### config.mk
export PLATFORM = sky130hd
export DESIGN_NAME = mux2x1_rr_arbiter
export DESIGN_NICKNAME = d
export VERILOG_FILES = /design/src/rtl/mux2x1_rr_arbiter.sv
export SDC_FILE = /design/constraint.sdc
export NUM_CORES = 1
export LEC_CHECK = 0
export BUFFER_PORTS_ARGS = -buffer_cell sky130_fd_sc_hd__buf_2
export CAP_MARGIN = 0
export CORE_UTILIZATION = 48
export DETAILED_ROUTE_END_ITERATION = 10
export PLACE_DENSITY = 0.91
export SLEW_MARGIN = 20
export SYNTH_ARGS = -nofsm -noshare
export SYNTH_HDL_FRONTEND = slang
export SYNTH_SLANG_ARGS = --single-unit
### constraint.sdc
create_clock -name clk_i -period 2.4 [get_ports clk_i]
set_input_delay 0.6 -clock clk_i [delete_from_list [all_inputs] [get_ports clk_i]]
set_output_delay 0.6 -clock clk_i [all_outputs]
set_load 0.05 [all_outputs]
### src/rtl/mux2x1_rr_arbiter.sv
// Two-requester round-robin arbiter with bounded bursts feeding a registered 2:1 mux.
// The current owner is exported on sel_o. The output word is held stable while stalled.
module mux2x1_rr_arbiter #(
    parameter int unsigned WIDTH     = 8,
    parameter int unsigned MAX_BURST = 4
) (
    input  logic             clk_i,
    input  logic             rst_i,
    input  logic             in0_valid_i,
    input  logic [WIDTH-1:0] in0_data_i,
    output logic             in0_ready_o,
    input  logic             in1_valid_i,
    input  logic [WIDTH-1:0] in1_data_i,
    output logic             in1_ready_o,
    output logic             out_valid_o,
    output logic [WIDTH-1:0] out_data_o,
    input  logic             out_ready_i,
    output logic             sel_o
);

    localparam int unsigned CNT_W = $clog2(MAX_BURST + 1);
    localparam logic [CNT_W-1:0] CNT_MAX = CNT_W'(MAX_BURST);

    logic             sel_q, sel_d;
    logic [CNT_W-1:0] burst_q, burst_d;
    logic             out_valid_q, out_valid_d;
    logic [WIDTH-1:0] out_data_q, out_data_d;

    logic load_c;
    logic gnt_c;
    logic g_c;

    // Grant: owner keeps the channel until its burst saturates under contention.
    always_comb begin
        load_c = ~out_valid_q | out_ready_i;
        gnt_c  = 1'b0;
        g_c    = 1'b0;
        if (load_c) begin
            if (in0_valid_i && in1_valid_i) begin
                gnt_c = 1'b1;
                g_c   = (burst_q < CNT_MAX) ? sel_q : ~sel_q;
            end else if (in1_valid_i) begin
                gnt_c = 1'b1;
                g_c   = 1'b1;
            end else if (in0_valid_i) begin
                gnt_c = 1'b1;
                g_c   = 1'b0;
            end
        end
    end

    assign in0_ready_o = gnt_c & ~g_c & ~rst_i;
    assign in1_ready_o = gnt_c &  g_c & ~rst_i;

    // A grant always implies the granted requester is valid, so a grant is a transfer.
    always_comb begin
        sel_d       = sel_q;
        burst_d     = burst_q;
        out_valid_d = out_valid_q;
        out_data_d  = out_data_q;
        if (gnt_c) begin
            out_valid_d = 1'b1;
            out_data_d  = g_c ? in1_data_i : in0_data_i;
            if (g_c == sel_q) begin
                burst_d = (burst_q == CNT_MAX) ? burst_q : burst_q + CNT_W'(1);
            end else begin
                sel_d   = g_c;
                burst_d = CNT_W'(1);
            end
        end else if (out_ready_i) begin
            out_valid_d = 1'b0;
        end
    end

    always_ff @(posedge clk_i) begin
        if (rst_i) begin
            sel_q       <= 1'b0;
            burst_q     <= '0;
            out_valid_q <= 1'b0;
            out_data_q  <= '0;
        end else begin
            sel_q       <= sel_d;
            burst_q     <= burst_d;
            out_valid_q <= out_valid_d;
            out_data_q  <= out_data_d;
        end
    end

    assign out_valid_o = out_valid_q;
    assign out_data_o  = out_data_q;
    assign sel_o       = sel_q;

endmodule

# After elaboration in Yosys (flattened, before gate mapping)
# Cells that the tools add are included.
dict set report word_totals {
  ff_bits 13
  inputBits 21
  output_inout_bits 12
  word_cells 36
}
dict set report op_classes {
  n_addsub 1
  n_lt_le_gt_ge 1
  eq_ne 3
  muxes 13
  bitwise_logic 10
  reduce_logical 4
}
# operator count
set op_table {}
lappend op_table {{1-bit two-way mux} 10}
lappend op_table {{8-bit two-way mux} 1}
lappend op_table {{3-bit two-way mux} 2}
lappend op_table {{1-bit NOT} 5}
lappend op_table {{1-bit bitwise AND} 4}
lappend op_table {{2-bit AND reduction} 2}
lappend op_table {{3-bit by 1-bit adder with 3-bit output (second input constant)} 1}
lappend op_table {{3-bit equality test (second input constant)} 1}
lappend op_table {{3-bit < comparator (second input constant)} 1}
lappend op_table {{2-bit != test (second input constant)} 1}
lappend op_table {{2-bit nonzero test} 1}
lappend op_table {{1-bit equality test} 1}
lappend op_table {{1-bit logical AND} 1}
lappend op_table {{1-bit bitwise OR} 1}

# Depth between registers and ports, before layout
dict set report depth {
  depth_word 7
  ltp_mapped 6
  ltp_nobuf 6
}

# Least setup slack after synthesis
# No wires, ideal clock.
dict set report synth_path {
  kind {flip-flop to output port}
  startpoint {register sel_q, in the netlist sel_o}
  endpoint {output in1_ready_o}
  arrival_time_ps 2059
  t_required_ps 1800
  path_slack_ps -259
  path_stages_with_launch 6
  cell_sequence {dfxtp_1 -> buf_4 -> xnor2_1 -> a211o_1 -> buf_6 -> nor2_1}
}
dict set report synth_via {
  elab_chain_cells 6
}
# item line_no
set synth_rtl {}
lappend synth_rtl {{from (decl)} 24} ;# logic sel_q, sel_d;
lappend synth_rtl {{from (signal assigned)} 82} ;# sel_q <= sel_d;
lappend synth_rtl {{1-bit NOT} 41} ;# g_c = (burst_q < CNT_MAX) ? sel_q : ~sel_q;
lappend synth_rtl {{1-bit two-way mux *} 41}
lappend synth_rtl {{1-bit two-way mux *} 39} ;# if (in0_valid_i && in1_valid_i) begin
lappend synth_rtl {{1-bit two-way mux *} 38} ;# if (load_c) begin
lappend synth_rtl {{1-bit bitwise AND * (2 in series)} 53} ;# assign in1_ready_o = gnt_c & g_c & ~rst_i;
lappend synth_rtl {{to (decl)} 14} ;# output logic in1_ready_o,
# Mark *: on every way between the ends. The rest lies on a longest branch, timed or not.

# Worst setup path after layout
dict set report layout_path {
  startpoint {input out_ready_i}
  endpoint {output in0_ready_o}
}
dict set report layout_via {
  elab_chain_cells 5
  word_cells_on_any_way 6
}
# item line_no
set layout_rtl {}
lappend layout_rtl {{from (decl)} 17} ;# input logic out_ready_i,
lappend layout_rtl {{1-bit bitwise OR *} 35} ;# load_c = ~out_valid_q | out_ready_i;
lappend layout_rtl {{1-bit two-way mux} 38}
lappend layout_rtl {{1-bit NOT} 52} ;# assign in0_ready_o = gnt_c & ~g_c & ~rst_i;
lappend layout_rtl {{1-bit bitwise AND * (2 in series)} 52}
lappend layout_rtl {{to (decl)} 11} ;# output logic in0_ready_o,
# Marks and branches as above.

==> key figures <==
Place
  • RD Place Congestion: 0.767
  • Detailed placer's ending HPWL: 1290 um
  • Placed Instances: 127
  • IO Port Bufs: 32
  • Pre-CTS setup slack: 0.167 ns

Synth
  • Synth cell types: 27
  • Netlist Area Pre-Place: roughly 730 um^2
  • Mapped Avg Cell Area: 8.77 um^2
  • Synthesized flop and latch total: 13
  • Yosys top cell area share: a little over a third
  • Dominant synthesized flop cell: dfxtp_1
  • Syn_nets: between 100 and 150
  • Top cells by count, synth: 13 x dfxtp_1, 13 x nor2_1, 10 x mux2i_1, 8 x a211oi_1, 5 x inv_1
  • Syn. warnings: 0
  • Seq/Total Area, Yosys: 35.7%
  • Area contributors post-synth: dfxtp_1 36%, mux2i_1 14%, a211oi_1 8.2%, nor2_1 6.7%, buf_4 4.1%
  • Area leader, netlist: dfxtp_1
  • Cells after Synth: between 80 and 90
  • FFs w/ async S/R, synth: 0%
  • Number of synthesized flops with an enable pin: 0

Cells and area
  • Share of post-route cells with drive strength above 1: between 30% and 40%
  • Filler Cells Inserted: roughly 120
  • Post-layout net count: between 100 and 150
  • Sequential cell area: approximately 260 um^2
  • Multi-input logic area: around 410 um^2
  • Layout area overhead: 26.1%
  • Antenna Cells: 0
  • Final std cells w/o fill: between 100 and 150

Routing
  • Initial DRC count: 8
  • Vias per cell: between 5 and 6
  • Routed vias: 730
  • ANT nets after route: 0
  • WL/cell: ~12 um
  • Total Wirelength: ~1600 um
  • Drt drc: 0
  • TritonRoute pass-1 iters: 4

Timing
  • Minimum clock period: 2.24 ns
  • Max Freq: around 450 MHz
  • Setup TNS: 0 ns
  • Final hold slack: roughly 0.50 ns
  • Final hold violations: 0
  • Unrepaired setup endpoints after global routing: no
  • Setup slack after layout: roughly 0.16 ns
  • Max Slew Vio Count: 0
  • Fin crit share: between 90 and 100%
  • Final number of setup-violating endpoints: 0
  • Worst Max-Slew Pin Slew: 0.340 ns
  • Worst slew margin: 77.2%
  • Clock Skew: around 0.0068 ns

GRT
  • Largest net degree at the start of global routing: 17
  • GRT Total Usage: between 20% and 30%
  • Vias in the first global route: roughly 590
  • First-pass GRT wire length: roughly 2400 um
  • Total global routing overflow: 0
  • Initial antenna violation count: 0

Setup path
  • Crit path top cell by count: buf_2
  • Worst reg2reg path startpoint: burst_q[0]
  • Data required time of the worst path: between 1.5 and 2 ns
  • Max incr delay on CP: between 0.2 and 0.3 ns
  • CP Class: in2out
  • Worst r2r dst: burst_q[2]
  • Startpoint types: input port
  • CP Cell Sequence: buf_2 > nor2b_1 > a211o_1 > and3_1 > buf_2
  • Critical Path Fanout Max: 4
  • Critical path arrival: approximately 1.6 ns
  • CP Capture Type: output pin
  • R2R setup slack: between 0.7 and 0.8 ns
  • CP max stage cell: buf_2
  • R2r worst-path depth: 6

Die
  • Boundary Pins: 33
  • Std cell rows: 13
  • Core footprint: ~1400 um^2
  • Die area: 1680 um^2
  • Die width: approximately 41 um
  • Starting Density: 53.9%
  • Die Height: about 41 um

Clock network
  • # hold bufs at CTS: 0
  • H-tree depth: 1
  • Root buffer cell: clkbuf_4
  • CTS Buffer Depth: 2
  • Number of clock sinks: 13
  • CTS tree: done
  • Clk_lat worst skew: around 0.28 ns
  • Total CTS buffers: 3
  • Post-CTS setup buffers: 0
  • Worst-path clk slew: about 0.070 ns
  • PostCTS Resize Cnt: 0

Power
  • Leakage: about 0.47 nW
  • Cell area power density: approximately 620 nW/um^2
  • Peak supply drop: approximately 330 uV

Flow run
  • Maxcap violations: 0

Worst hold path
  • Hold-critical path endpoint: out_data_o[7]
  • Hold Crit Start: out_data_o[7]
  • Hold Path Depth: 2
  • Worst min path class: reg2reg

Run status
  • Status: finished, final reports clean
## how the worst max path moves through the flow
stage / cells after the start / from / to
after floorplan: 5 / sel_o / in0_ready_o
after global placement: 5 / out_ready_i / in0_ready_o
after detailed placement: 5 / out_ready_i / in0_ready_o
after CTS: 5 / out_ready_i / in0_ready_o
after global routing: 4 / out_valid_o / in0_ready_o
final: 5 / out_ready_i / in0_ready_o
## layout make-up
cell class / count / area share (%)
Multi-Input combinational cell: 59 / 44.8
Sequential cell: 13 / 28.3
Timing Repair Buffer: 35 / 19.9
Clock buffer: 4 / 2.86
Inverter: 5 / 2.04
Tap cell: 15 / 2.04
## sequential cells by signal (all words and copies together), names as in the netlist
signal	cells
burst_q	3
out_data_o	8
out_valid_o	1
sel_o	1
## worst max-delay path, delay by kind of cell
family / cells / cell delay (ns)
buffers and inverters: 2 / 0.36
AOI/OAI and AO/OA: 1 / 0.24
and+or+nand+nor: 2 / 0.43
## cells in the final DEF, fill, tap and decap left out, types with 2 or more instances in the layout
cell | Yosys | final
nor2_1 | 13 | 12
dfxtp_1 | 13 | 13
a211oi_1 | 8 | 8
inv_1 | 5 | 5
a311oi_1 | 2 | 2
a21oi_1 | 3 | 3
buf_4 | 4 | 3
nand2b_1 | 2 | 2
buf_2 | 0 | 32
nand2_1 | 3 | 3
o21ai_0 | 3 | 3
ha_1 | 2 | 2
mux2i_1 | 10 | 10
clkbuf_4 | 0 | 3
## power by group
| part | switching [W] | total [W] | leakage [nW] | internal, W |
|---|---|---|---|---|
| Sequential | 0.00000960 | 0.000244 | 0.108 | 0.000235 |
| Combinational | 0.000123 | 0.000184 | 0.350 | 0.0000613 |
| Clock | 0.0000717 | 0.000136 | 0.0150 | 0.0000646 |
| Total | 0.000204 | 0.000565 | 0.473 | 0.000360 |
## routing by layer
metal / up-vias / part of all wire (%) / global-route usage [%]
met1: 329 / 41 / 24.1
li1: 365 / - / -
met5: - / 0 / 0
met3: 4 / 5.6 / 4.89
met4: 0 / 1.5 / 10.0
met2: 32 / 52 / 40.2
## through the flow
step	utilization (%)	power [W]	instance area [um^2]
floorplan	-	0.000389	736
global placement	66.1	0.000428	892
detailed placement	66.1	0.000434	892
CTS	68.0	0.000570	918
global route	68.0	0.000596	918
finish	68.0	0.000565	918
## cells by family (layout without fill, tap and decap cells)
| group | after synthesis | in the layout | share of synthesized area (%) |
|---|---|---|---|
| adders and majority gates | 2 | 2 | 3.44 |
| and+or+nand+nor | 24 | 24 | 15.5 |
| buffers and inverters | 11 | 44 | 8.76 |
| DFF | 13 | 13 | 35.7 |
| xor gates and xnor gates | 1 | 1 | 1.20 |
| AOI/OAI and AO/OA | 22 | 22 | 21.7 |
| muxes | 10 | 10 | 13.7 |
Power figures use the tool's default switching activity.
